## src/rtl/pipe_stage_chain.sv

```systemverilog
// Chain of STAGES valid/ready pipeline registers with per-stage kill, global flush and occupancy.
// Optional PIPE_STATS_EN adds saturating stall/bubble counters at the output port.
module pipe_stage_chain #(
    parameter  int WIDTH  = 32,
    parameter  int STAGES = 4,
    localparam int OCC_W  = $clog2(STAGES + 1)
) (
    input  logic                clk,
    input  logic                reset_n,
    input  logic                in_valid,
    output logic                in_ready,
    input  logic [WIDTH-1:0]    in_data,
    output logic                out_valid,
    input  logic                out_ready,
    output logic [WIDTH-1:0]    out_data,
    input  logic [STAGES-1:0]   kill_mask,
    input  logic                flush,
    output logic [STAGES-1:0]   stage_valid,
    output logic [OCC_W-1:0]    occupancy
`ifdef PIPE_STATS_EN
    ,
    output logic [31:0]         stall_cnt,
    output logic [31:0]         bubble_cnt
`endif
);

    logic [STAGES-1:0] r_valid;
    logic [WIDTH-1:0]  r_data [STAGES];

    logic [STAGES-1:0] w_ev;
    logic [STAGES:0]   w_rdy;
    logic              w_in_fire;
    logic [STAGES-1:0] w_src_v;
    logic [WIDTH-1:0]  w_src_d [STAGES];
    logic [OCC_W-1:0]  w_occ;

    assign w_ev = r_valid & ~kill_mask & {STAGES{~flush}};

    // Ready ripples from the output back to the input; a killed or empty stage is always ready.
    always_comb begin : ready_chain
        logic w_acc;
        w_acc = out_ready;
        w_rdy = '0;
        w_rdy[STAGES] = out_ready;
        for (int i = STAGES - 1; i >= 0; i--) begin
            w_acc    = ~w_ev[i] | w_acc;
            w_rdy[i] = w_acc;
        end
    end

    assign in_ready  = w_rdy[0] & ~flush;
    assign w_in_fire = in_valid & in_ready;

    always_comb begin
        w_src_v    = '0;
        w_src_v[0] = w_in_fire;
        w_src_d[0] = in_data;
        for (int i = 1; i < STAGES; i++) begin
            w_src_v[i] = w_ev[i-1];
            w_src_d[i] = r_data[i-1];
        end
    end

    always_ff @(posedge clk) begin
        if (!reset_n) begin
            r_valid <= '0;
            for (int i = 0; i < STAGES; i++) r_data[i] <= '0;
        end else begin
            for (int i = 0; i < STAGES; i++) begin
                if (w_src_v[i] && w_rdy[i]) begin
                    r_valid[i] <= 1'b1;
                    r_data[i]  <= w_src_d[i];
                end else if (w_rdy[i+1]) begin
                    r_valid[i] <= 1'b0;
                end else begin
                    r_valid[i] <= w_ev[i];
                end
            end
        end
    end

    always_comb begin
        w_occ = '0;
        for (int i = 0; i < STAGES; i++) w_occ = w_occ + OCC_W'(r_valid[i]);
    end

    assign out_valid   = w_ev[STAGES-1];
    assign out_data    = r_data[STAGES-1];
    assign stage_valid = r_valid;
    assign occupancy   = w_occ;

`ifdef PIPE_STATS_EN
    logic [31:0] r_stall_cnt;
    logic [31:0] r_bubble_cnt;

    always_ff @(posedge clk) begin
        if (!reset_n || flush) begin
            r_stall_cnt  <= '0;
            r_bubble_cnt <= '0;
        end else begin
            if (out_valid && !out_ready && (r_stall_cnt != 32'hFFFF_FFFF))
                r_stall_cnt <= r_stall_cnt + 32'd1;
            if (!out_valid && out_ready && (r_bubble_cnt != 32'hFFFF_FFFF))
                r_bubble_cnt <= r_bubble_cnt + 32'd1;
        end
    end

    assign stall_cnt  = r_stall_cnt;
    assign bubble_cnt = r_bubble_cnt;
`endif

endmodule

```

## config.mk

```make
export PLATFORM = sky130hd
export DESIGN_NAME = pipe_stage_chain
export DESIGN_NICKNAME = d
export VERILOG_FILES = /design/src/rtl/pipe_stage_chain.sv
export SDC_FILE = /design/constraint.sdc
export NUM_CORES = 1
export LEC_CHECK = 0
export CAP_MARGIN = 15
export CORE_UTILIZATION = 35
export DETAILED_ROUTE_END_ITERATION = 8
export SYNTH_ARGS = -nofsm -noshare
export SYNTH_HDL_FRONTEND = slang
export SYNTH_SLANG_ARGS = --single-unit
```

## constraint.sdc

```tcl
create_clock -name clk -period 5.9 [get_ports clk]
set_input_delay 1.18 -clock clk [delete_from_list [all_inputs] [get_ports clk]]
set_output_delay 1.18 -clock clk [all_outputs]
set_load 0.02 [all_outputs]
```

---- After elaboration in Yosys (flattened, before gate mapping) ----
Memories as Yosys holds them, arrays and structs flattened.
Index checks and enable logic that the tools add are counted.
storage, ports and cells
  flip-flop bits (word level) ............. 4
  memory bits (writable) .................. 128
  output and inout port bits .............. 41
  logic and storage cells ................. 52
  memories kept ........................... 1
memories
  name    words  bits a word  read ports  clocked after Yosys merged registers in  wr ports  RTL line  RTL
  r_data  4      32           4           0                                        4         28        logic [WIDTH-1:0] r_data [STAGES];
cells by class
  add/subtract/negate cells ............... 3
  multiplexer cells ....................... 25
  bitwise logic cells ..................... 18
  reductions and logical operators ........ 4
operators with widths
  operator              count
  2-to-1 mux 32 bit     4
  2-to-1 mux 1 bit      21
  bitwise AND 4 bit     2
  bitwise OR 1 bit      8
  NOT 1 bit             5
  logical AND 1 bit     4
  NOT 4 bit             1
  adder 2 x 1 -> 3 bit  1
  adder 3 x 1 -> 3 bit  1
  adder 1 x 1 -> 2 bit  1
  bitwise AND 1 bit     2

---- Longest topological paths before layout ----
Gate-level depths: netlist of run 1.
  depth after elaboration ................. 15
  gate-level depth with buffers ........... 5
  mapped depth without buffers ............ 5

---- Least setup slack after synthesis of run 1 ----
Ideal clock, no wire load.
  path kind ............................... input port to flip-flop
  start ................................... input port flush
  end ..................................... memory r_data[2][0], enable pin
  arrival ................................. 4.023 ns
  path slack .............................. 1.412 ns
  stages .................................. 4
  path buffers ............................ 1
  path through ............................ buf_2 > nor3b_2 > inv_1 > o21ai_0
RTL lines
  item         RTL line  RTL
  from (decl)  17        input logic flush,
  to (decl)    28

---- Worst setup path after layout of run 1 ----
  start ................................... input port flush
  end ..................................... output port in_ready
between the ends
  longest elaborated chain between the ends .. 8
RTL lines
  item                           RTL line  RTL
  NOT 1 bit (*)                  37, 51
  bitwise AND 4 bit              37        assign w_ev = r_valid & ~kill_mask & {STAGES{~flush}};
  NOT 1 bit                      46        w_acc = ~w_ev[i] | w_acc;
  bitwise OR 1 bit (4 in a row)  46
  bitwise AND 1 bit (*)          51        assign in_ready = w_rdy[0] & ~flush;
  to (decl)                      11        output logic in_ready,
Every way passes the cells marked *; elsewhere a longest branch is shown, timed or not.

==> reports/metrics.csv, run 1 <==
metric,value,unit
DR DRC count,0,
drt pass-1 iters,4,
hold_buf cts,0,
total grt overflow,0,
die height,123,microns
Post-Syn Area,5160,sq um
r2r setup slk,3810,ps
Place WS,1580,ps
outcome,"finished, final reports clean",
Worst Setup EP,in_ready,
grt met2 use,0.132,
Peak VDD IR,0.185,mV
Synth Flop Type,edfxtp_1,
GRT Util Overall,0.100,
syn_nets,358,
Worst-path clk slew,50,ps
Root Buffer,clkbuf_16,
CTS max path bufs,2,
sw frac,0.181,
ANT cells,0,
Syn Inst Count,314,
Clk network pwr share,0.448,
asr flop ratio synth,0,
RSZ-0062 raised after global routing,no,
Leak Pwr,2.53,nW
cell-internal power,1.72,mW
worst setup margin,1560,ps
Sink Count,132,
H-tree Lvls,4,
met1 track utilization from global routing,0.134,
Placer Congestion,0.786,
Worst setup SP type,primary input,
die width,123,microns
Inserted Clock Buffers,17,
post-synth cell types,31,
upper clock frequency limit,231,MHz
dpl cells,565,
Reg power frac,0.512,
YS warnings,0,
area taken by multi-input logic gates,1160,sq um
Ports,82,
area grow syn2layout,30.5,%
initial core utilization,0.364,
crit path kind,primary input to output port,
Port Buffer Count,81,
Clock Skew,5.26,ps
routed vias/inst,4.01,
DP HPWL,4770,microns
fin crit share,0.735,
"Max FO, Critical Path",11,
post-CTS setup buffers,0,
Slew Limit Fails,0,
clk_lat worst skew,400,ps
Die ar.,15200,sq um
Worst Max-Slew Pin Slew,986,ps
largest net degree at the start of global routing,33,
"Data arrival, critical path",3160,ps
M3 GR Usage,0.0438,
Combinational Power Share,0.040,
Worst Reg-to-Reg Cells,3,
final total power,2.10,mW
Post-synth EDFFs,128,
final setup vio count,0,
Final Non-Filler Cells,597,
Required @ worst endpoint,4720,ps
total core area,14100,sq um
Slew HR,0.341,
max cap viols,0,
grt peak-use layer,met1,
PD cells,311,nW/um^2
setup TNS,0,ps
final-report hold violation count,0,
FF-to-FF End,r_data[0][15],
vias in the first global route,2325,
WL final,6850,microns
drt wl/cell,11.5,microns
first-pass GRT wire length,11300,microns
initial antenna violation count,0,
P_sw,0.379,mW
Critical path origin,flush,
vias post-DR,2395,
r2r startpoint,stage_valid[3],
Hold Path Class,register to register,
share of cells above drive strength 1,0.146,
Final Critical Period,4340,ps
final-stage net count,449,
First DRT Iteration DRCs,159,
filler instances,1238,
CTS tree,yes,
sequential element share of the synthesized area,0.761,
register area,3920,sq um
Final ANT Viol Nets,0,
CTS resizes,0,
synthesis-stage register bit count,132,
Critical Path End Type,output port,
hold path startpoint,r_data[2][17],
Avg Inst Size Synth,16.4,sq um
num rows,43,
layout by cell type, fill, tap and decap left out, types with 4 or more instances in the layout:
cell type,netlist,routed
buf_4,0,4
inv_1,6,6
clkinv_1,0,6
dfxtp_1,4,4
and2_1,101,101
clkbuf_16,0,17
and2_4,25,25
clkdlybuf4s50_1,0,81
edfxtp_1,128,128
nand2b_1,4,4
clkbuf_1,9,5
state kept, by name, summed over array words and instances (netlist names):
signal and flops:
r_data 128, stage_valid 4
critical path: stages:
cell and delay, ps:
clkdlybuf4s50_1 630, nor3b_2 470, and3_1 270, nor2_1 50
clkdlybuf4s50_1 550
worst min-delay path by stage:
stage	endpoint	cells past startpoint
4_1_cts	r_data[1][24]	1
5_1_grt	r_data[3][2]	1
3_3_place_gp	r_data[1][18]	1
2_1_floorplan	r_data[2][10]	1
6_report	r_data[3][17]	1
3_5_place_dp	r_data[1][24]	1
routing by layer:
| layer | part of all wire | wire length (microns) |
|---|---|---|
| met3 | 0.071 | 485 |
| met2 | 0.40 | 2740 |
| met5 | 0 | 0 |
| met1 | 0.51 | 3480 |
| met4 | 0.020 | 136 |
cell families after synthesis:
group           count (synthesis)  share of synthesized area
compound gates                  9                     0.0155
fa+ha+maj                       3                    0.00873
buf+inv                        20                     0.0194
flops                         132                      0.761
simple gates                  150                      0.196
layout make-up:
cell class,instances,area share
Timing Repair Buffer,86,0.129
Multi-Input combinational cell,162,0.172
Clock buffer,22,0.0660
Sequential cell,132,0.583
Tap cell,180,0.0335
Clock inverter,9,0.0130
Inverter,6,0.00335
synth_stat cells, drive strengths merged, types with 2 or more instances:
cell type / n / area, sq um
and2: 128 / 866
o21a: 2 / 15.0
buf: 5 / 43.8
o21ai: 2 / 10.0
nor3b: 3 / 27.5
nand2: 3 / 11.3
inv: 6 / 22.5
nor3: 2 / 10.0
edfxtp: 128 / 3840
nand2b: 4 / 25.0
and3: 3 / 20.0
dfxtp: 4 / 80.1
ha: 2 / 25.0
clkbuf: 9 / 33.8
nor2: 2 / 7.51
through the flow:
stage                     area [sq um]   util  hold WS [ps]
after floorplan                   5160      -           497
after global placement            6170  0.436           508
after detailed placement          6170  0.436           503
after CTS                         6710  0.474           516
after global routing              6730  0.476           526
final                             6730  0.476           512
power groups by stage:
stage                     clock network, mW  registers (mW)  logic (mW)
after CTS                             0.962            1.08      0.0835
after floorplan                           0            1.10      0.0261
after detailed placement                  0            1.09      0.0833
after global routing                   1.00            1.08      0.0918
after global placement                    0            1.09      0.0825
final                                 0.938            1.07      0.0840
Power figures use the tool's default switching activity.
==> run 2: changes to the inputs <==
==> constraint.sdc (replaced) <==
create_clock -name clk -period 3.5 [get_ports clk]
set_input_delay 0.7 -clock clk [delete_from_list [all_inputs] [get_ports clk]]
set_output_delay 0.7 -clock clk [all_outputs]
set_load 0.02 [all_outputs]
==> run 2 against run 1 <==
First-iteration DRC count down 9.4%; power up 69%; die area unchanged; count of clock-buffer cells in the layout down 4; clock skew up 2.0 ps; hold slack worse by 1.3 ps; core utilization up 0.24 points; critical path type is now register to output port; largest cell class unchanged.
==> reports/metrics.csv, run 2 (same netlist as run 1, synthesis figures left out) <==
metric,value,unit
total core area,14100,sq um
Worst Max-Slew Pin Slew,599,ps
die height,123,microns
largest net degree at the start of global routing,33,
final setup vio count,0,
upper clock frequency limit,319,MHz
CTS resizes,0,
hold_buf cts,0,
num rows,43,
DR DRC count,0,
Largest register FFs,128,
ANT cells,0,
drt wl/cell,11.3,microns
WL final,6790,microns
H-tree Lvls,4,
Leak Pwr,2.55,nW
Clock Skew,7.22,ps
Root Buffer,clkbuf_16,
fin crit share,0.896,
RSZ-0062 raised after global routing,no,
CTS tree,yes,
Worst setup SP type,register,
drt pass-1 iters,4,
crit path kind,register to output port,
most frequent cells in the layout,"edfxtp_1, and2_1, clkdlybuf4s50_1",
Ports,82,
vias in the first global route,2386,
GRT Util Overall,0.0991,
final-stage net count,454,
"commonest non-fill, non-tap cell in the layout",edfxtp_1,
clk_lat worst skew,400,ps
First DRT Iteration DRCs,144,
initial core utilization,0.364,
Post-DP Area,6220,sq um
Critical Path End Type,output port,
Final Instance Area,6770,sq um
Placer Congestion,0.725,
Peak VDD IR,0.303,mV
Hold Path Class,register to register,
"Max FO, Critical Path",4,
first-pass GRT wire length,11200,microns
CTS max path bufs,2,
die width,123,microns
Final Critical Period,3140,ps
final-report hold violation count,0,
filler instances,1205,
area grow syn2layout,31.2,%
total grt overflow,0,
Sink Count,132,
Die ar.,15200,sq um
Final Core Density,0.478,
max cap viols,0,
setup TNS,0,ps
DP HPWL,4860,microns
Slew Limit Fails,0,
share of cells above drive strength 1,0.163,
initial antenna violation count,0,
Largest Register,r_data,
Final ANT Viol Nets,0,
post-CTS setup buffers,0,
Port Buffer Count,81,
Worst-path clk slew,50,ps
vias post-DR,2437,
PD cells,524,nW/um^2
outcome,"finished, final reports clean",
routed vias/inst,4.04,
Required @ worst endpoint,2800,ps
Slew HR,0.600,
"Data arrival, critical path",2440,ps
Inserted Clock Buffers,17,
run 2: changes by cell type in the layout (fill, tap and decap cells not counted):
cell,change
buf_16,-1
buf_4,+6
clkbuf_1,-4
clkinv_1,+2
clkinv_4,+1
clkinvlp_4,+2
run 2: worst paths after layout:
path	to	start	slack [ps]	cells after the start
worst max-delay path	occupancy[1]	stage_valid[0]	360	6
worst max register to register	r_data[1][20]	stage_valid[2]	1610	4
worst min-delay path	r_data[3][10]	r_data[2][10]	510	1
worst min register to register	r_data[3][10]	r_data[2][10]	510	1
run 2: worst max-delay path, cell delays in order (launching register included):
cell and delay, ps:
dfxtp_1 370, inv_1 80, fa_1 530, inv_1 40
ha_1 170, ha_1 260, clkdlybuf4s50_1 590
run 2: through the flow:
stage	setup slack, ps	total power, mW	instances	hold WS, ps
final	364	3.55	603	511
after global routing	252	3.68	603	523
after CTS	321	3.59	603	515
after detailed placement	431	1.99	571	506
after global placement	503	1.98	571	506
after floorplan	348	1.90	314	497
run 2: report_power, final:
group / leakage (nW) / internal [mW] / switching, mW
Combinational: 0.899 / 0.0727 / 0.0669
Sequential: 1.39 / 1.80 / 0.0139
Clock: 0.260 / 1.02 / 0.572
Total: 2.55 / 2.89 / 0.653
run 2: routing by layer:
metal	track usage	vias to the layer above	routed length, microns
met5	0	-	0
met4	0.0580	0	86
met3	0.0364	6	342
met2	0.133	61	2830
met1	0.137	1074	3530
li1	-	1296	-
run 2: layout make-up:
type / count / area [sq um] / area share
clock buffer: 18 / 429 / 0.0634
clock inverter: 14 / 119 / 0.0176
tap: 180 / 225 / 0.0333
multi-input combinational: 162 / 1160 / 0.172
inverter: 6 / 22.5 / 0.00333
sequential: 132 / 3920 / 0.580
timing repair buffer: 91 / 886 / 0.131
==> variant: new RTL, config.mk and constraints of run 2 <==
`WIDTH`: 32 -> 64.
--- a/src/rtl/pipe_stage_chain.sv
+++ b/src/rtl/pipe_stage_chain.sv
@@ -1,7 +1,7 @@
 // Chain of STAGES valid/ready pipeline registers with per-stage kill, global flush and occupancy.
 // Optional PIPE_STATS_EN adds saturating stall/bubble counters at the output port.
 module pipe_stage_chain #(
-    parameter  int WIDTH  = 32,
+    parameter  int WIDTH  = 64,
     parameter  int STAGES = 4,
     localparam int OCC_W  = $clog2(STAGES + 1)
 ) (
Interface: changed (resized in_data and out_data); port bits go from 82 to 146. No check against the original RTL was run, so the function may have changed too.
==> variant against run 2 <==
Sequential cell count rose by 128; synthesized area rose by 91%; final area rose by 88%; routed wire length rose by 120%; combinational power rose by 90%; setup slack got worse by 160 ps; power rose by 88%; fmax fell by 4.9%; critical endpoint unchanged; largest power group unchanged; highest routed layer is now met5.
==> variant: results <==
metrics = {
    "status": {
        "outcome": "finished clean",
    },
    "grt": {
        "antenna_found_initial": 2,
        "grt_usage_pct": 10.5,
        "gr-usage-met3_pct": 2.61,
        "grt_pass1_wl_um": 23700,
        "grt_pass1_vias": 4588,
        "use_met2_pct": 18.9,
        "grt_max_degree": 65,
        "grtUsageMet1_pct": 12.0,
    },
    "synth": {
        "synth_fp_nets": 659,
        "ys_top_cells_by_count": "256 x and2_1, 256 x edfxtp_1, 18 x clkbuf_1, 6 x buf_6, 6 x inv_1",
        "synth_edf_count": 256,
        "synth_area_leaders": "edfxtp_1 78%, and2_1 16%, dfxtp_1 0.81%",
        "yosys.cell_types.count": 29,
        "synthCells": 583,
        "synth_fa_ha_area_share_pct": 0.458,
        "synth_compound_area_share_pct": 0.991,
        "ys_seq_area_share_pct": 78.9,
    },
    "drt": {
        "met1_length_um": 6060,
        "via_count": 4790,
        "drt_iter0_drc": 230,
        "route.met2.wl_um": 7540,
        "met3_length_um": 682,
        "post_drt_wl_per_cell_um": 13.0,
        "top_layer_used": "met5",
        "finalWirelength_um": 14800,
    },
    "placement": {
        "port_buffers": 145,
        "place_ws_ps": 447,
        "hpwl_um": 9350,
        "dpl_cell_area_sq_mm": 0.0118,
        "place.gp.congestion": 0.787,
        "dp.cells": 1091,
    },
    "worst_setup_path": {
        "critPathArrivalTime_ps": 2600,
        "r2r-start": "stage_valid[1]",
        "cp-endpoint": "occupancy[1]",
        "regToRegSetupSlack_ps": 1450,
        "r2r_end": "r_data[2][43]",
        "r2r_cells": 5,
    },
    "layout": {
        "nNetsFinal": 820,
        "fillers": 2479,
        "largest_register_ffs": 256,
        "drive_above_1_share_pct": 8.14,
    },
    "cts": {
        "htree_num_levels": 1,
        "cts_buffer_depth": 3,
        "cts_buffers": 29,
        "insertion_delay_ps": 520,
    },
    "sta": {
        "tightest_slew_ps": 828,
        "timing.final.crit_share_pct": 94.2,
        "whs_ps": 508,
    },
    "pwr": {
        "p_leak_nw": 4.70,
        "peakVddDrop_mv": 0.233,
        "p_sw_mw": 1.27,
    },
    "min_path": {
        "hp-start": "r_data[1][23]",
        "min_to": "r_data[2][23]",
    },
}
[variant: changes by cell type after synthesis, moves of 3 or more]
cell      delta
and2_4      -25
clkbuf_1     +9
edfxtp_1   +128
and2_1     +155
buf_6        +3
[variant: power by group through the flow]
stage | Combinational (mW) | Sequential, mW | Clock (mW)
floorplan | 0.0801 | 3.66 | 0
global placement | 0.270 | 3.63 | 0
detailed placement | 0.272 | 3.63 | 0
CTS | 0.273 | 3.57 | 2.94
global route | 0.290 | 3.58 | 3.05
finish | 0.266 | 3.57 | 2.84
[variant: final cells by class]
type	count	area (sq um)	area share, %
antenna	1	2.50	0.0197
clock buffer	36	752	5.92
clock inverter	13	141	1.11
inverter	6	22.5	0.177
multi-input combinational	290	1960	15.4
sequential	260	7770	61.2
tap	378	473	3.73
timing repair buffer	157	1580	12.4
[variant: cell families (layout without fill, tap and decap cells)]
family,Yosys count,after routing
simple gates,278,278
compound gates,9,9
other cells,0,1
buf+inv,33,212
fa+ha+maj,3,3
flops,260,260
